[config.mk]
export PLATFORM = sky130hd
export DESIGN_NAME = mips_cpu_run_monitor
export DESIGN_NICKNAME = d
export VERILOG_FILES = /design/src/rtl/mips_run_monitor_pkg.sv /design/src/rtl/mips_run_monitor_fifo.sv /design/src/rtl/mips_cpu_run_monitor.sv
export SDC_FILE = /design/constraint.sdc
export NUM_CORES = 1
export LEC_CHECK = 0
export ABC_AREA = 1
export ABC_CLOCK_PERIOD_IN_PS = 5400
export BUFFER_PORTS_ARGS = -buffer_cell sky130_fd_sc_hd__buf_2
export CAP_MARGIN = 25
export CORE_AREA = 2 2 116 118
export DETAILED_ROUTE_END_ITERATION = 8
export DIE_AREA = 0 0 118 120
export PLACE_DENSITY_LB_ADDON = 0.25
export SETUP_SLACK_MARGIN = 0.4
export SKIP_CTS_REPAIR_TIMING = 1
export SYNTH_ARGS = -nofsm -noshare
export SYNTH_HDL_FRONTEND = slang
export SYNTH_SLANG_ARGS = --single-unit
export TNS_END_PERCENT = 5
[constraint.sdc]
create_clock -name clk -period 5.4 [get_ports clk]
set_input_delay 1.08 -clock clk [delete_from_list [all_inputs] [get_ports clk]]
set_output_delay 1.08 -clock clk [all_outputs]
set_load 0.01 [all_outputs]
[src/rtl/mips_run_monitor_pkg.sv]
// mips_run_monitor_pkg: shared types and helpers for the mips_cpu_harvard run
// monitor. Holds the run-tracking state enum, the trace entry record and the
// saturating increment used by the cycle counter.
package mips_run_monitor_pkg;

    // Lifecycle of one program run, from reset release to a terminal state.
    typedef enum logic [2:0] {
        IDLE,
        RUN,
        DRAIN,
        DONE,
        TIMEOUT
    } run_state_t;

    // One captured data-memory write.
    typedef struct packed {
        logic [31:0] addr;
        logic [31:0] data;
    } trace_entry_t;

    localparam logic [31:0] CYCLE_MAX = 32'hFFFF_FFFF;

    // Increment that sticks at the all-ones value instead of wrapping.
    function automatic logic [31:0] sat_inc(input logic [31:0] value);
        return (value == CYCLE_MAX) ? value : value + 32'd1;
    endfunction

endpackage

[src/rtl/mips_run_monitor_fifo.sv]
// mips_run_monitor_fifo: synchronous show-ahead FIFO of trace entries.
// A pop of an empty FIFO is ignored; a push into a full FIFO is dropped and
// sets the sticky overflow flag unless a pop frees the slot on the same edge.
// DEPTH must be a power of two so the pointers wrap naturally.
module mips_run_monitor_fifo
    import mips_run_monitor_pkg::*;
#(
    parameter int DEPTH = 16
) (
    input  logic                       i_clk,
    input  logic                       i_rst_n,
    input  logic                       i_push,
    input  trace_entry_t               i_entry,
    input  logic                       i_pop,
    output trace_entry_t               o_head,
    output logic                       o_full,
    output logic                       o_empty,
    output logic [$clog2(DEPTH):0]     o_count,
    output logic                       o_overflow
);
    localparam int AW = $clog2(DEPTH);
    localparam int CW = AW + 1;
    localparam logic [CW-1:0] FULL_COUNT = CW'(DEPTH);

    trace_entry_t  r_mem [DEPTH];
    logic [AW-1:0] r_wr_ptr;
    logic [AW-1:0] r_rd_ptr;
    logic [CW-1:0] r_count;
    logic          r_overflow;

    logic w_full;
    logic w_empty;
    logic w_do_pop;
    logic w_do_push;

    assign w_full    = (r_count == FULL_COUNT);
    assign w_empty   = (r_count == '0);
    assign w_do_pop  = i_pop && !w_empty;
    // A full FIFO still accepts a push when the head leaves on the same edge.
    assign w_do_push = i_push && (!w_full || w_do_pop);

    // Storage write at the tail slot.
    // NOTE: the entry array has no reset; an empty FIFO never exposes a slot,
    // so clearing it would only cost reset fan-out.
    always_ff @(posedge i_clk) begin
        if (w_do_push) begin
            r_mem[r_wr_ptr] <= i_entry;
        end
    end

    // Pointer, occupancy and sticky overflow bookkeeping.
    // NOTE: sequential state uses non-blocking assignments so every register
    // samples the pre-edge values regardless of statement order.
    always_ff @(posedge i_clk or negedge i_rst_n) begin
        if (!i_rst_n) begin
            r_wr_ptr   <= '0;
            r_rd_ptr   <= '0;
            r_count    <= '0;
            r_overflow <= 1'b0;
        end else begin
            if (w_do_push) begin
                r_wr_ptr <= r_wr_ptr + AW'(1);
            end
            if (w_do_pop) begin
                r_rd_ptr <= r_rd_ptr + AW'(1);
            end
            case ({w_do_push, w_do_pop})
                2'b10:   r_count <= r_count + CW'(1);
                2'b01:   r_count <= r_count - CW'(1);
                default: r_count <= r_count;
            endcase
            if (i_push && !w_do_push) begin
                r_overflow <= 1'b1;
            end
        end
    end

    // Head is presented combinationally and forced to zero when empty.
    assign o_head     = w_empty ? '0 : r_mem[r_rd_ptr];
    assign o_full     = w_full;
    assign o_empty    = w_empty;
    assign o_count    = r_count;
    assign o_overflow = r_overflow;

endmodule

[src/rtl/mips_cpu_run_monitor.sv]
// mips_cpu_run_monitor: follows one mips_cpu_harvard program run from reset
// release to halt. Counts RUN cycles, enforces TIMEOUT_CYCLES, records the
// last fetch address and captures $v0 one settling cycle after halt.
// Define MIPS_RUN_MONITOR_TRACE_EN to build the data-write trace FIFO; without
// it the trace outputs are tied to zero and trace_pop is ignored.
module mips_cpu_run_monitor
    import mips_run_monitor_pkg::*;
#(
    parameter int TIMEOUT_CYCLES = 100,
    parameter int TRACE_DEPTH    = 16
) (
    input  logic                           clk,
    input  logic                           reset,
    input  logic                           active,
    input  logic [31:0]                    register_v0,
    input  logic [31:0]                    instr_address,
    input  logic                           data_write,
    input  logic [31:0]                    data_address,
    input  logic [31:0]                    data_writedata,
    input  logic                           trace_pop,
    output logic                           done,
    output logic                           timeout,
    output logic [31:0]                    cycle_count,
    output logic [31:0]                    result_v0,
    output logic [31:0]                    last_pc,
    output logic                           trace_valid,
    output logic [31:0]                    trace_addr,
    output logic [31:0]                    trace_data,
    output logic [$clog2(TRACE_DEPTH):0]   trace_count,
    output logic                           trace_overflow
);
    // A counted cycle whose pre-edge count equals this value reaches the limit.
    localparam logic [31:0] TIMEOUT_LAST = 32'(TIMEOUT_CYCLES - 1);

    run_state_t  r_state;
    run_state_t  w_state_next;
    logic        w_count_en;
    logic        w_timeout_hit;
    logic [31:0] r_cycle_count;
    logic [31:0] r_result_v0;
    logic [31:0] r_last_pc;

    assign w_timeout_hit = (r_cycle_count >= TIMEOUT_LAST);

    // Next-state and cycle-accounting decode.
    // NOTE: every output of this block is given a default first so no path
    // leaves a signal unassigned and no latch is inferred.
    always_comb begin
        w_state_next = r_state;
        w_count_en   = 1'b0;
        case (r_state)
            IDLE: begin
                if (active) begin
                    // The entry cycle is itself a counted RUN cycle.
                    w_count_en   = 1'b1;
                    w_state_next = (TIMEOUT_LAST == 32'd0) ? TIMEOUT : RUN;
                end
            end
            RUN: begin
                // Reaching the limit wins over a simultaneous halt.
                if (w_timeout_hit) begin
                    w_count_en   = 1'b1;
                    w_state_next = TIMEOUT;
                end else if (!active) begin
                    w_state_next = DRAIN;
                end else begin
                    w_count_en   = 1'b1;
                end
            end
            DRAIN: begin
                w_state_next = DONE;
            end
            default: begin
                // DONE and TIMEOUT are held until reset.
                w_state_next = r_state;
            end
        endcase
    end

    // State register, cycle counter, last fetch address and result capture.
    always_ff @(posedge clk or negedge reset) begin
        if (!reset) begin
            r_state       <= IDLE;
            r_cycle_count <= '0;
            r_result_v0   <= '0;
            r_last_pc     <= '0;
        end else begin
            r_state <= w_state_next;
            if (w_count_en) begin
                r_cycle_count <= sat_inc(r_cycle_count);
                r_last_pc     <= instr_address;
            end
            // The DRAIN cycle lets $v0 settle after the CPU drops active.
            if (r_state == DRAIN) begin
                r_result_v0 <= register_v0;
            end
        end
    end

    assign done        = (r_state == DONE);
    assign timeout     = (r_state == TIMEOUT);
    assign cycle_count = r_cycle_count;
    assign result_v0   = r_result_v0;
    assign last_pc     = r_last_pc;

`ifdef MIPS_RUN_MONITOR_TRACE_EN
    logic         w_trace_push;
    trace_entry_t w_push_entry;
    trace_entry_t w_head;
    logic         w_fifo_full;
    logic         w_fifo_empty;

    // Only writes made while the program is running or draining are traced.
    assign w_trace_push      = data_write && ((r_state == RUN) || (r_state == DRAIN));
    assign w_push_entry.addr = data_address;
    assign w_push_entry.data = data_writedata;

    mips_run_monitor_fifo #(
        .DEPTH (TRACE_DEPTH)
    ) u_trace_fifo (
        .i_clk      (clk),
        .i_rst_n    (reset),
        .i_push     (w_trace_push),
        .i_entry    (w_push_entry),
        .i_pop      (trace_pop),
        .o_head     (w_head),
        .o_full     (w_fifo_full),
        .o_empty    (w_fifo_empty),
        .o_count    (trace_count),
        .o_overflow (trace_overflow)
    );

    assign trace_valid = !w_fifo_empty;
    assign trace_addr  = w_head.addr;
    assign trace_data  = w_head.data;

    logic w_unused_trace;
    assign w_unused_trace = w_fifo_full;
`else
    // Trace path not built: inputs are consumed only to keep them declared.
    logic w_unused_trace;
    assign w_unused_trace = ^{trace_pop, data_write, data_address, data_writedata};

    assign trace_valid    = 1'b0;
    assign trace_addr     = '0;
    assign trace_data     = '0;
    assign trace_count    = '0;
    assign trace_overflow = 1'b0;
`endif

endmodule

Word-level counts from Yosys, hierarchy flattened
Index checks and enable logic that the tools add are counted.
{"block": "word_totals", "regBits": 99, "inputBits": 133, "output_inout_bits": 169, "word_cells": 25}
{"block": "op_classes", "addsub": 1, "n_lt_le_gt_ge": 1, "eq_ne": 7, "n_mux": 7, "n_bitwise": 1, "reduce_logical": 4}
{"op": "adder 32 x 1 -> 32 bit (second input constant)", "n": 1}
{"op": "== test 32 bit (second input constant)", "n": 1}
{"op": ">= comparator 32 x 7 -> 1 bit (second input constant)", "n": 1}
{"op": "2-to-1 mux 3 bit", "n": 3}
{"op": "one-hot mux 3 bit (3 select lines)", "n": 1}
{"op": "== test 3 x 2 -> 1 bit (second input constant)", "n": 2}
{"op": "== test 3 x 1 -> 1 bit (second input constant)", "n": 1}
{"op": "== test 3 bit (second input constant)", "n": 1}
{"op": "zero test 3 bit", "n": 1}
{"op": "!= test 3 bit (second input constant)", "n": 1}
{"op": "AND reduction 3 bit", "n": 1}
{"op": "nonzero test 3 bit", "n": 1}
{"op": "2-to-1 mux 1 bit", "n": 2}
{"op": "!= test 2 bit (second input constant)", "n": 1}
{"op": "one-hot mux 1 bit (2 select lines)", "n": 1}
{"op": "AND reduction 2 bit", "n": 1}
{"op": "NOT 1 bit", "n": 1}

Depth between registers and ports, before layout
{"block": "logic_depth", "ltp_word": 4, "depth_mapped": 11, "mapped_depth_nobuf": 10}

Worst setup path after synthesis
Ideal clock, no wire load.
{"block": "synth_timing", "path_type": "flip-flop to flip-flop", "start": "reg r_cycle_count[0] (netlist: cycle_count[0])", "end": "reg r_cycle_count[16] (netlist: cycle_count[16])", "setup_time_ps": 117, "arrival_time_ps": 1738, "required_ps": 5283, "setup_slack_ps": 3545, "stages_incl_launch_ff": 12, "n_path_buf": 2, "synth_period_minus_slack_ps": 1855, "path_cell_list": "dfrtp_1 > ha_1 > nor2_1 > nand2_1 > nand2_1 > nand3_1 > o21bai_4 > nand2_2 > buf_6 > buf_2 > nand3_1 > nand2_1"}
{"block": "synth_between", "elab_chain_cells": 4, "elab_cells_between_ends": 7, "cone_classes": "add/sub: 1; order compare: 1; eq/ne: 1; mux: 2; bitwise: 1; reduce/logical: 1"}
{"element": "from (decl)", "line_no": "mips_cpu_run_monitor.sv:39", "rtl": "logic [31:0] r_cycle_count;"}
{"element": "from (signal assigned)", "line_no": "mips_cpu_run_monitor.sv:90", "rtl": "r_cycle_count <= sat_inc(r_cycle_count);"}
{"element": ">= comparator 32 x 7 -> 1 bit", "line_no": "mips_cpu_run_monitor.sv:43", "rtl": "assign w_timeout_hit = (r_cycle_count >= TIMEOUT_LAST);"}
{"element": "2-to-1 mux 1 bit", "line_no": "mips_cpu_run_monitor.sv:61", "rtl": "if (w_timeout_hit) begin"}
{"element": "one-hot mux 1 bit (2 select lines)", "line_no": "mips_cpu_run_monitor.sv:51", "rtl": "case (r_state)"}
{"element": "AND reduction 2 bit (no line)"}
Parallel ways exist; a longest one is shown, timed or not.
A chain may end at the register's enable or synchronous reset.

Final worst setup path
{"block": "layout_timing", "start": "reg r_cycle_count[0] (netlist: cycle_count[0])", "end": "reg r_cycle_count[12] (netlist: cycle_count[12])"}
Same word-level chain as after synthesis.

==> run summary <==
The final design utilization came out at between 40 and 50%. The sum of net half-perimeters after detailed placement is 9207 um. The first global-routing pass estimated roughly 21000 um of wire.

The clock net sink count is 99. The antenna diode count is 0. Setup repair after global routing left no endpoint under its margin. The H-tree depth reported by CTS came out at 3. The I/O pin count is about 300. The filler cell count came out at approximately 1300.

For this run, the register share of the synthesized area comes to a little under half. The tree is rooted in a sky130_fd_sc_hd__clkbuf_16. The total standard cell area after synthesis is between 5000 and 6000 sq um. In this run the worst hold path is classified as flop to flop. The count of nets left with antenna violations once routing finished came out at 0. The analysis attributes to cell leakage a power of approximately 3.4 nW. The critical-path maximum fanout came out at 34. The number of detailed-routing iterations run before antenna repair came out at 4. The data required time of the worst path came out at ~5700 ps. The startpoint class of the critical path is a flop. The number of unique standard cell types used by synthesis is 24.

Setup violations remaining at the end of the flow were counted as 0. The relative area change from synthesis to final layout came out at 18.58%. The relative slew slack came out at a little under half.

The region available for standard cell placement spans ~13000 sq um. The total count of hold-check failures in the final report is 0. The run finished with clean final reports. The max-slew violation total from the final report is 0.

The total global routing track utilization came out at between 10% and 20%. The insertion delay to the later sink of the worst-skew pair is between 300 and 400 ps. The total DRC errors in the routed layout came out at 0.

The CTS tree is yes. Leaving out fill and tap cells, the most frequent cell in the layout is sky130_fd_sc_hd__nand2_1. Global routing finished with a remaining overflow of 0. The layout net count is 957.

The critical path in this run is classified as flop to flop. The vias per cell came out at approximately 4.6. The die is between 100 and 150 um wide.

The initial antenna violation count is 0. The count of input and output buffers came out at roughly 160. The worst clock skew came out at approximately 8 ps.

The transition time at the pin with the least slew margin came out at between 700 and 800 ps. The y dimension of the die came out at 120 um. The number of DRC markers in iteration 0 is between 150 and 200. The cell depth of the worst flop-to-flop path is 10.

VDD sags by at most ~0.15 mV. The die outline area is between 10000 and 15000 sq um. The clock-pin slew reported for the worst setup and hold paths after clock tree synthesis is approximately 70 ps.

For this configuration, the core starts out at a cell density of about two fifths. The via count of the routed design is roughly 4600. The fraction of the cycle the final worst path needs came out at ~64%. The clock passes through at most 2 buffers. In the layout the commonest cells are sky130_fd_sc_hd__nand2_1 (241), sky130_fd_sc_hd__buf_2 (163), sky130_fd_sc_hd__dfrtp_1 (99), sky130_fd_sc_hd__nand3_1 (73), sky130_fd_sc_hd__conb_1 (71).

The total of flip-flops plus latches after synthesis came out at 99. The worst hold path cell count came out at 1. The row count is 42. The final setup TNS is 0 ps.

The final estimated routing congestion in global placement came out at 0.8883. After layout, the minimum clock period comes to about 3500 ps. Clock tree synthesis inserted a total of 9 buffers.

During synthesis, Yosys emitted a total of 0 warnings. The largest net degree at the start of global routing is 53. Timing would allow up to ~0.29 GHz. The total length of routed wires came out at about 13000 um. Max-cap violations in this run came to 0. Dividing the detail-routed wire length by the instance count gives roughly 13 um.

Averaged over all synthesized cells, the footprint is a little over 8 sq um. The worst endpoint data arrival time came out at 3760 ps. The worst setup path is captured at a flop.

The post-synthesis instance total came out at between 600 and 700. The via count of the first global-routing pass came to roughly 4200. The ratio of cells with drive above 1 in the final layout is between 20% and 30%. Dividing total power by cell area gives a power density of between 200 and 250 nW/um^2.
==> worst max-delay path: stages, from the launching register on <==
cell                       delay [ps]
sky130_fd_sc_hd__dfrtp_1          460
sky130_fd_sc_hd__ha_1             330
sky130_fd_sc_hd__nor2_1           120
sky130_fd_sc_hd__nand2_1           70
sky130_fd_sc_hd__nand2_1           90
sky130_fd_sc_hd__nand3_1          190
sky130_fd_sc_hd__o21bai_4         670
sky130_fd_sc_hd__nand2_2          600
sky130_fd_sc_hd__nand2_2          680
sky130_fd_sc_hd__nand2_1          100
sky130_fd_sc_hd__nand2_1           80
==> metal layers <==
| metal | global-route usage, % | part of all wire [%] | up-vias |
|---|---|---|---|
| met5 | 0 | 0 | - |
| met4 | 8.434 | 2.6 | 0 |
| met3 | 4.468 | 7.3 | 23 |
| met2 | 28.02 | 45 | 168 |
| met1 | 24.01 | 45 | 2103 |
| li1 | - | - | 2284 |
==> final timing paths <==
| check | startpoint | to | slack [ps] |
|---|---|---|---|
| max reg2reg | cycle_count[0] | cycle_count[12] | 1930 |
| min reg2reg | result_v0[21] | result_v0[21] | 500 |
| min | result_v0[21] | result_v0[21] | 500 |
| max | cycle_count[0] | cycle_count[12] | 1930 |
| min in group asynchronous | reset | result_v0[2] | 750 |
| max in group asynchronous | reset | cycle_count[21] | 3560 |
==> layout make-up <==
| class | count | area (sq um) | share of cell area, % |
|---|---|---|---|
| clock buffers | 9 | 225.2 | 3.512 |
| clock inverters | 7 | 82.58 | 1.288 |
| inverters | 17 | 63.81 | 0.9949 |
| multi-input cells | 527 | 2484 | 38.72 |
| flip-flops and latches | 99 | 2477 | 38.63 |
| well taps | 176 | 220.2 | 3.433 |
| repair buffers | 169 | 860.8 | 13.42 |
==> report_power, final <==
part / switching, mW / internal (mW)
clock network: 0.310 / 0.369
registers: 0.0120 / 0.765
logic: 0.0734 / 0.0482
total: 0.396 / 1.18
==> cells by family after synthesis <==
group                      synth area share, %
and+or+nand+nor                          31.14
buffers and inverters                    13.14
DFF                                      45.80
muxes                                    6.662
xor gates and xnor gates                 2.429
AOI/OAI and AO/OA                       0.5321
adders and majority gates               0.2313
other                                  0.06933
==> synthesized netlist by cell type, drive strengths merged <==
| library cell | count | area [sq um] |
|---|---|---|
| xnor2 | 5 | 43.79 |
| xor2 | 10 | 87.58 |
| o21bai | 1 | 18.77 |
| clkbuf | 6 | 22.52 |
| nor2 | 71 | 274.0 |
| nand3b | 12 | 90.09 |
| ha | 1 | 12.51 |
| buf | 87 | 624.3 |
| a21oi | 2 | 10.01 |
| mux2 | 32 | 360.4 |
| or2 | 1 | 6.260 |
| conb | 1 | 3.750 |
| nor3 | 3 | 15.01 |
| nand2 | 243 | 917.1 |
| inv | 17 | 63.81 |
| nand4 | 1 | 6.260 |
| dfrtp | 99 | 2477 |
| nand3 | 74 | 375.4 |
==> per-stage QoR <==
stage	total power, mW	worst slack [ps]	hold WS (ps)	instances	cell area [sq um]
2_1_floorplan	0.8845	3545	495.3	736	5672
3_3_place_gp	0.9121	1870	482.6	988	6106
3_5_place_dp	0.9146	1883	487.3	988	6106
4_1_cts	1.601	1842	504.8	1004	6414
5_1_grt	1.652	1536	514.7	1004	6414
6_report	1.578	1927	500.1	1004	6414
==> flip-flops by register name, summed over array words and instances, names as in the netlist <==
| name | flops |
|---|---|
| r_state | 3 |
| cycle_count | 32 |
| last_pc | 32 |
| result_v0 | 32 |
Note: power is estimated with default switching activity, not from simulation.
